[src/rtl/regfile_pkg.sv]
// Package regfile_pkg
// Purpose : shared constants and helpers for the multi-port register file.
// Contents:
//   DW_DEF/AW_DEF/NR_DEF/NW_DEF  default data width, address width, read ports, write ports
//   MAX_NW/MAX_AW                widest write-port count / address width wr_sel can handle
//   wr_sel_t                     {hit, idx} result of a write-port lookup
//   wr_sel()                     highest-index enabled write port whose address matches addr
package regfile_pkg;

  localparam int DW_DEF = 32;
  localparam int AW_DEF = 5;
  localparam int NR_DEF = 2;
  localparam int NW_DEF = 2;

  // wr_sel works on zero-padded vectors so one function serves any NW <= MAX_NW
  // and AW <= MAX_AW.
  localparam int MAX_NW = 16;
  localparam int MAX_AW = 16;
  localparam int SEL_W  = 4;

  typedef struct packed {
    logic             hit;
    logic [SEL_W-1:0] idx;
  } wr_sel_t;

  // Later ports overwrite earlier matches, so the highest matching index wins.
  function automatic wr_sel_t wr_sel(input logic [MAX_AW-1:0]        addr,
                                     input logic [MAX_NW-1:0]        en,
                                     input logic [MAX_NW*MAX_AW-1:0] addrs);
    wr_sel_t s;
    s = '0;
    for (int j = 0; j < MAX_NW; j++) begin
      if (en[j] && (addrs[j*MAX_AW +: MAX_AW] == addr)) begin
        s.hit = 1'b1;
        s.idx = SEL_W'(j);
      end
    end
    return s;
  endfunction

endpackage

[src/rtl/regfile_scoreboard.sv]
// Module regfile_scoreboard
// Purpose : one busy bit per register, tracking destinations of in-flight ops.
// Ports   :
//   clk         clock
//   clr         asynchronous active-high reset, clears every busy bit
//   wr_en       per-port write enable (NW)
//   wr_addr     packed write addresses (NW*AW); a write clears its target's busy bit
//   issue_en    an op was issued this cycle
//   issue_addr  destination of the issued op; its busy bit is set
//   busy        current busy vector (2**AW)
//   any_busy    OR of all busy bits
module regfile_scoreboard
  import regfile_pkg::*;
#(
  parameter int AW      = AW_DEF,
  parameter int NW      = NW_DEF,
  parameter int R0_ZERO = 1
) (
  input  logic             clk,
  input  logic             clr,
  input  logic [NW-1:0]    wr_en,
  input  logic [NW*AW-1:0] wr_addr,
  input  logic             issue_en,
  input  logic [AW-1:0]    issue_addr,
  output logic [2**AW-1:0] busy,
  output logic             any_busy
);

  localparam int DEPTH = 2**AW;

  logic [DEPTH-1:0] busy_reg;
  logic [DEPTH-1:0] busy_next;

  genvar gi;
  generate
    for (gi = 0; gi < DEPTH; gi++) begin : g_bit
      logic clear_hit;
      logic set_hit;

      always_comb begin
        clear_hit = 1'b0;
        for (int j = 0; j < NW; j++) begin
          if (wr_en[j] && (wr_addr[j*AW +: AW] == AW'(gi))) clear_hit = 1'b1;
        end
      end

      assign set_hit = issue_en && (issue_addr == AW'(gi)) && !((R0_ZERO != 0) && (gi == 0));

      // A same-cycle issue means a newer op now owns the register, so set beats clear.
      assign busy_next[gi] = set_hit ? 1'b1 : (clear_hit ? 1'b0 : busy_reg[gi]);
    end
  endgenerate

  always_ff @(posedge clk or posedge clr) begin
    if (clr) busy_reg <= '0;
    else     busy_reg <= busy_next;
  end

  assign busy     = busy_reg;
  assign any_busy = |busy_reg;

endmodule

[src/rtl/regfile_mp.sv]
// Module regfile_mp
// Purpose : parametrised register file with NR combinational read ports, NW
//           synchronous write ports and a per-register busy scoreboard.
// Ports   :
//   clk         clock; all state updates on posedge
//   clr         asynchronous active-high reset (registers and busy bits to 0)
//   rd_addr     NR*AW read addresses, port i at [i*AW +: AW]
//   rd_data     NR*DW read data
//   rd_busy     NR busy bits of the read addresses
//   wr_en       NW write enables
//   wr_addr     NW*AW write addresses
//   wr_data     NW*DW write data
//   issue_en    mark issue_addr busy
//   issue_addr  destination register of the issued op
//   any_busy    OR of all busy bits
// Build option: define REGFILE_BYPASS_EN for same-cycle write-to-read bypass.
module regfile_mp
  import regfile_pkg::*;
#(
  parameter int DW      = DW_DEF,
  parameter int AW      = AW_DEF,
  parameter int NR      = NR_DEF,
  parameter int NW      = NW_DEF,
  parameter int R0_ZERO = 1
) (
  input  logic             clk,
  input  logic             clr,
  input  logic [NR*AW-1:0] rd_addr,
  output logic [NR*DW-1:0] rd_data,
  output logic [NR-1:0]    rd_busy,
  input  logic [NW-1:0]    wr_en,
  input  logic [NW*AW-1:0] wr_addr,
  input  logic [NW*DW-1:0] wr_data,
  input  logic             issue_en,
  input  logic [AW-1:0]    issue_addr,
  output logic             any_busy
);

  localparam int DEPTH = 2**AW;

  logic [DW-1:0]    mem [DEPTH];
  logic [DEPTH-1:0] busy;

  regfile_scoreboard #(
    .AW      (AW),
    .NW      (NW),
    .R0_ZERO (R0_ZERO)
  ) u_scoreboard (
    .clk        (clk),
    .clr        (clr),
    .wr_en      (wr_en),
    .wr_addr    (wr_addr),
    .issue_en   (issue_en),
    .issue_addr (issue_addr),
    .busy       (busy),
    .any_busy   (any_busy)
  );

  // Ports are visited in ascending order, so the last (highest) enabled port
  // targeting an address is the one whose write lands.
  always_ff @(posedge clk or posedge clr) begin
    if (clr) begin
      for (int a = 0; a < DEPTH; a++) mem[a] <= '0;
    end else begin
      for (int j = 0; j < NW; j++) begin
        if (wr_en[j] && !((R0_ZERO != 0) && (wr_addr[j*AW +: AW] == '0))) begin
          mem[wr_addr[j*AW +: AW]] <= wr_data[j*DW +: DW];
        end
      end
    end
  end

`ifdef REGFILE_BYPASS_EN
  logic [MAX_NW-1:0]        wr_en_ext;
  logic [MAX_NW*MAX_AW-1:0] wr_addr_ext;

  always_comb begin
    wr_en_ext   = '0;
    wr_addr_ext = '0;
    for (int j = 0; j < NW; j++) begin
      wr_en_ext[j]                    = wr_en[j];
      wr_addr_ext[j*MAX_AW +: AW]     = wr_addr[j*AW +: AW];
    end
  end
`endif

  genvar gi;
  generate
    for (gi = 0; gi < NR; gi++) begin : g_rd
      logic [AW-1:0] ra;
      logic          is_zero;
      logic [DW-1:0] port_data;
      logic          port_busy;

      assign ra      = rd_addr[gi*AW +: AW];
      assign is_zero = (R0_ZERO != 0) && (ra == '0);

`ifdef REGFILE_BYPASS_EN
      logic [MAX_AW-1:0] ra_ext;
      wr_sel_t           sel;

      always_comb begin
        ra_ext         = '0;
        ra_ext[AW-1:0] = ra;
        sel            = wr_sel(ra_ext, wr_en_ext, wr_addr_ext);
      end
`endif

      always_comb begin
        port_data = mem[ra];
        port_busy = busy[ra];
`ifdef REGFILE_BYPASS_EN
        // Forwarded data is the committing write, so the register is no longer
        // pending unless a new op claims it in the same cycle. Reset suppresses
        // forwarding because those writes are being discarded.
        if (sel.hit && !clr) begin
          port_data = wr_data[sel.idx*DW +: DW];
          port_busy = issue_en && (issue_addr == ra);
        end
`endif
        if (is_zero) begin
          port_data = '0;
          port_busy = 1'b0;
        end
      end

      assign rd_data[gi*DW +: DW] = port_data;
      assign rd_busy[gi]          = port_busy;
    end
  endgenerate

endmodule
[config.mk]
export PLATFORM = sky130hd
export DESIGN_NAME = regfile_mp
export DESIGN_NICKNAME = d
export VERILOG_FILES = /design/src/rtl/regfile_pkg.sv /design/src/rtl/regfile_scoreboard.sv /design/src/rtl/regfile_mp.sv
export SDC_FILE = /design/constraint.sdc
export NUM_CORES = 2
export LEC_CHECK = 0
export BUFFER_PORTS_ARGS = -buffer_cell sky130_fd_sc_hd__clkbuf_2
export CORE_ASPECT_RATIO = 0.8
export CORE_MARGIN = 3
export CORE_UTILIZATION = 45
export DETAILED_ROUTE_END_ITERATION = 10
export GPL_ROUTABILITY_DRIVEN = 1
export GPL_TIMING_DRIVEN = 0
export MAX_ROUTING_LAYER = met4
export PLACE_DENSITY = 0.63
export SLEW_MARGIN = 10
export SYNTH_ARGS = -nofsm -noshare
export SYNTH_HDL_FRONTEND = slang
export SYNTH_SLANG_ARGS = --single-unit
[constraint.sdc]
create_clock -name clk -period 55.2 [get_ports clk]
set_input_delay 13.8 -clock clk [delete_from_list [all_inputs] [get_ports clk]]
set_output_delay 13.8 -clock clk [all_outputs]
set_load 0.02 [all_outputs]
== Word level (Yosys, flattened, before mapping) ==
Cells that the tools add are included.

* Input bits: 94
* Logic and storage cells: 449
* Flip-flop bits (word level): 1055
* Output and inout bits: 67

* Reduce and logical (&&, ||, !) cells: 135
* Bitwise gates (word level): 4
* $lt $le $gt $ge: 8
* Eq/ne operators: 93
* Muxes and demuxes: 146

{| class="wikitable"
|+ Operators by type and width
! operator !! number
|-
| $bwmux 1024 || 2
|-
| $mux 1024 || 2
|-
| $bmux 32 s5 || 2
|-
| $demux 32 s5 || 2
|-
| $mux 32 || 8
|-
| $eq 5x5->1 const B || 48
|-
| $mux 1 || 128
|-
| $eq 5x4->1 const B || 24
|-
| $logic_and 1x1->1 || 97
|-
| $reduce_bool 2->1 || 31
|-
| $eq 5x3->1 const B || 12
|-
| $reduce_or 31->1 || 1
|-
| $eq 5x2->1 const B || 6
|-
| $ge 6x6->1 const B || 4
|-
| $not 5->6 || 4
|-
| $logic_not 5->1 || 4
|-
| $eq 5x1->1 const B || 3
|-
| $lt 5x6->1 const B || 2
|-
| $lt 6x1->1 const B || 2
|-
| $bmux 1 s5 || 2
|-
| $logic_not 1->1 || 2
|}

== Logic depth before layout (Yosys ltp) ==
* Depth after elaboration: 9
* Gate-level depth with buffers: 9
* Gate-level depth less buffers: 4

== Hierarchy ==
A second synthesis with hierarchy kept.

* Cell total of the unflattened synthesis: 6269
* Area, all modules: 65861.9 um^2

{| class="wikitable"
|+ By module, submodules not included
! module !! area each (um^2) !! seq. area each (um^2) !! instances !! cells an instance
|-
| regfile_mp || 64006.4 || 25624.6 || 1 || 6097
|-
| regfile_scoreboard || 1855.5 || 775.7 || 1 || 172
|}

== Worst setup path after synthesis ==
No wires, ideal clock.

* Kind: input-to-output
* Start: in rd_addr[0]
* End: out rd_data[29]
* Path slack: 25.873 ns
* Path buffers: 5
* Data required time: 41.400 ns
* Arrival: 15.527 ns
* Stages: 9
* Cells stage by stage: buf_2 buf_6 buf_6 buf_6 nor4_1 nor2_2 buf_2 a221oi_1 a221oi_1

* Word-level cells in the longest chain between the ends: 5
* Elaborated cells on any way between the ends: 6
* Those cells by class: mux: 4; bitwise: 1; reduce/logical: 1

{| class="wikitable"
|+ RTL lines
! what !! RTL line !! RTL
|-
| start: declaration || regfile_mp.sv:28 || <nowiki>input logic [NR*AW-1:0] rd_addr,</nowiki>
|-
| $not 5->6 (implied by the code) || regfile_mp.sv:110 || <nowiki>port_data = mem[ra];</nowiki>
|-
| $bmux 32 s5 || regfile_mp.sv:110 ||
|-
| $mux 32 (implied by the code) (2 in a row) || regfile_mp.sv:110 ||
|-
| $mux 32 * || regfile_mp.sv:121 || <nowiki>if (is_zero) begin</nowiki>
|-
| end: declaration || regfile_mp.sv:29 || <nowiki>output logic [NR*DW-1:0] rd_data,</nowiki>
|}

Every way passes the cells marked *; elsewhere a longest branch is shown, timed or not. The select of a mux whose other input is x is not followed.

== Worst setup path in the final report ==
* Start: in rd_addr[9]
* End: out rd_data[54]

Same word-level chain as after synthesis.

==> results.tsv <==
metric	value	unit
Largest stage delay, worst path	1.05	ns
largest family of logic cells by synthesized area	multiplexers	
Placement Cell Area	68800	um^2
mux cell area share after synthesis	34.8	%
total power	2.79	mW
Compound-Gate Fraction of Synth Area	11.7	%
mean routed wirelength per cell	38.8	um
final WL	325	mm
Initial Utilization	45.5	%
IO Pins	161	
drt first-iter violations	10600	
power per cell area	38.2	nW/um^2
max reg flops	1024	
commonest non-fill, non-tap cell in the layout	mux2i_1	
worst path cell trace	clkbuf_1 -> nor2_1 -> nor4b_2 -> clkbuf_1 -> a221o_1 -> a31oi_1 -> clkbuf_2	
Worst setup EP type	output pin	
asr flop ratio synth	100	%
Final WS setup	23.23	ns
Slew @ Worst Pin	1.45	ns
Placer Congestion	1.06	
clock slew at reported path FFs	0.06	ns
Routed Antenna Nets	0	
RSZ-0062 raised after global routing	false	
period utilization	57.9	%
CP startpoint kind	input pin	
fin crit period	31.97	ns
synthesized cell area	65300	um^2
Syn Inst Count	6069	
Area Overhead vs Synth	11.6	%
Hold Crit Class	flip-flop to flip-flop	
FMAX	31.3	MHz
Core Util, Final	50.8	%
final instance area	72900	um^2
Sink Count	1055	
sequential area share after synthesis	40.4	%
CTS Buf Count	117	
adder-cell share of the synthesized area	0	%
Skew-Pair Late Insertion Delay	0.80	ns
Post-synth EDFFs	0	
DRC violation count after routing	0	
final hold vios	0	
xor-xnor portion of the synthesized cell area	0	%
arrival time worst endpoint	18.17	ns
Synth Area in Simple Gates	7.88	%
run status	finished, final reports clean	
most frequent cells in the layout	mux2i_1 (1,079), dfrtp_1 (1,055), nand2_1 (614)	
DIE AREA	150000	um^2
via count	59000	
largest net degree at the start of global routing	109	
core area	144000	um^2
PostCTS Resize Cnt	0	
Via density	7.05	
CP Max Fanout	10	
vias in the first global route	55800	
share of layout cells above drive strength 1	18.3	%
Synth cell types	49	
CTS max path bufs	3	
Slew Viols, Final	0	
CTS tree	built	
post-synthesis area per instance	10.8	um^2
MaxCap Viol Count	0	
first-pass iteration count of the detailed router	9	
CP dominant cell by count	clkbuf_1	
Crit Path Class	input pin to output pin	
Final Setup Violations	0	
Post-CTS Setup Bufs	0	
peak supply drop	0.0305	mV
root buf cell	clkbuf_16	
yosys warns	0	
Detailed Place HPWL	237	mm
Hold-fix buffers, CTS	0	
GRT overflow	0	
GR Util All Layers	43.7	%
Synth Flop Type	dfrtp_1	
Die Height	347	um
die span in x	432	um
count of nets after finishing	6444	
Setup Skew	0	ns
pre-CTS setup slack	23.79	ns
row count	124	
WP data required	41.40	ns
global-route wire length before repair	445	mm
initial antenna violation count	21	
PortBufs	148	
H-tree levels	3	
Rel. slew slack	2.93	%
Syn Nets	6163	
area of the multi-input gates	35500	um^2
WHS	0.487	ns
worst-path cell with the longest stage delay	nor4b_2	
Fillers	12900	
Leak	30.9	nW
register area	26400	um^2
Seq cells post-synth	1055	
-- cells in the mapped netlist (50+ instances only) --
cell type,n,area (um^2)
mux2i_1,1079,10800
buf_2,163,816
nor2_1,576,2160
mux2_2,66,743
dfrtp_1,1055,26400
o21ai_0,265,1330
a32oi_1,50,438
a31oi_1,94,588
clkbuf_1,515,1930
nand2_1,614,2300
a221oi_1,76,666
mux4_2,496,11200
a21oi_1,484,2420
o21ai_1,223,1120
-- power breakdown --
group,switching (mW),internal [mW]
clock,0.375,0.492
combinational,0.375,0.354
sequential,0.218,0.972
total,0.967,1.82
-- per-layer routing --
metal	wire length (um)	global-route usage, %	up-vias
li1	-	-	22900
met1	119000	55.0	29700
met2	126000	55.5	5342
met3	60100	25.0	1105
met4	20100	20.8	0
met5	0	-	-
-- cell families after synthesis --
logic type | count (synthesis)
muxes | 1641
AOI/OAI and AO/OA | 1301
and+or+nand+nor | 1287
DFF | 1055
buffers and inverters | 785
-- layout make-up --
type	count	share of cell area (%)
antenna	32	0.110
buffer	765	4.57
clock buffer	166	4.58
clock inverter	53	1.02
inverter	20	0.113
multi-input combinational	4229	48.7
sequential	1055	36.2
tap	1890	3.24
timing repair buffer	162	1.44
-- worst max-delay path: cells and delay by family --
family	cells	cell delay [ns]
and+or+nand+nor	2	2.05
buffers and inverters	3	1.42
AOI/OAI and AO/OA	2	0.86
-- metrics by stage --
| step | TNS [ns] | std cells |
|---|---|---|
| floorplan | 0 | 6069 |
| global route | 0 | 8366 |
| CTS | 0 | 8339 |
| detailed placement | 0 | 8120 |
| finish | 0 | 8372 |
| global placement | -2114.69 | 8107 |
-- worst paths after layout --
check | depth (start not counted) | end | slack [ns] | startpoint
worst max-delay path | 7 | rd_data[54] | 23.23 | rd_addr[9]
worst min-delay path | 1 | mem[1021]$_DFF_PP0_ | 0.49 | mem[1021]$_DFF_PP0_
worst max register to register | 2 | mem[400]$_DFF_PP0_ | 54.21 | mem[400]$_DFF_PP0_
worst min register to register | 1 | mem[1021]$_DFF_PP0_ | 0.49 | mem[1021]$_DFF_PP0_
max in group asynchronous | 7 | mem[281]$_DFF_PP0_ | 38.99 | clr
min in group asynchronous | 2 | mem[936]$_DFF_PP0_ | 13.09 | clr
(Power assumes the default switching activity.)
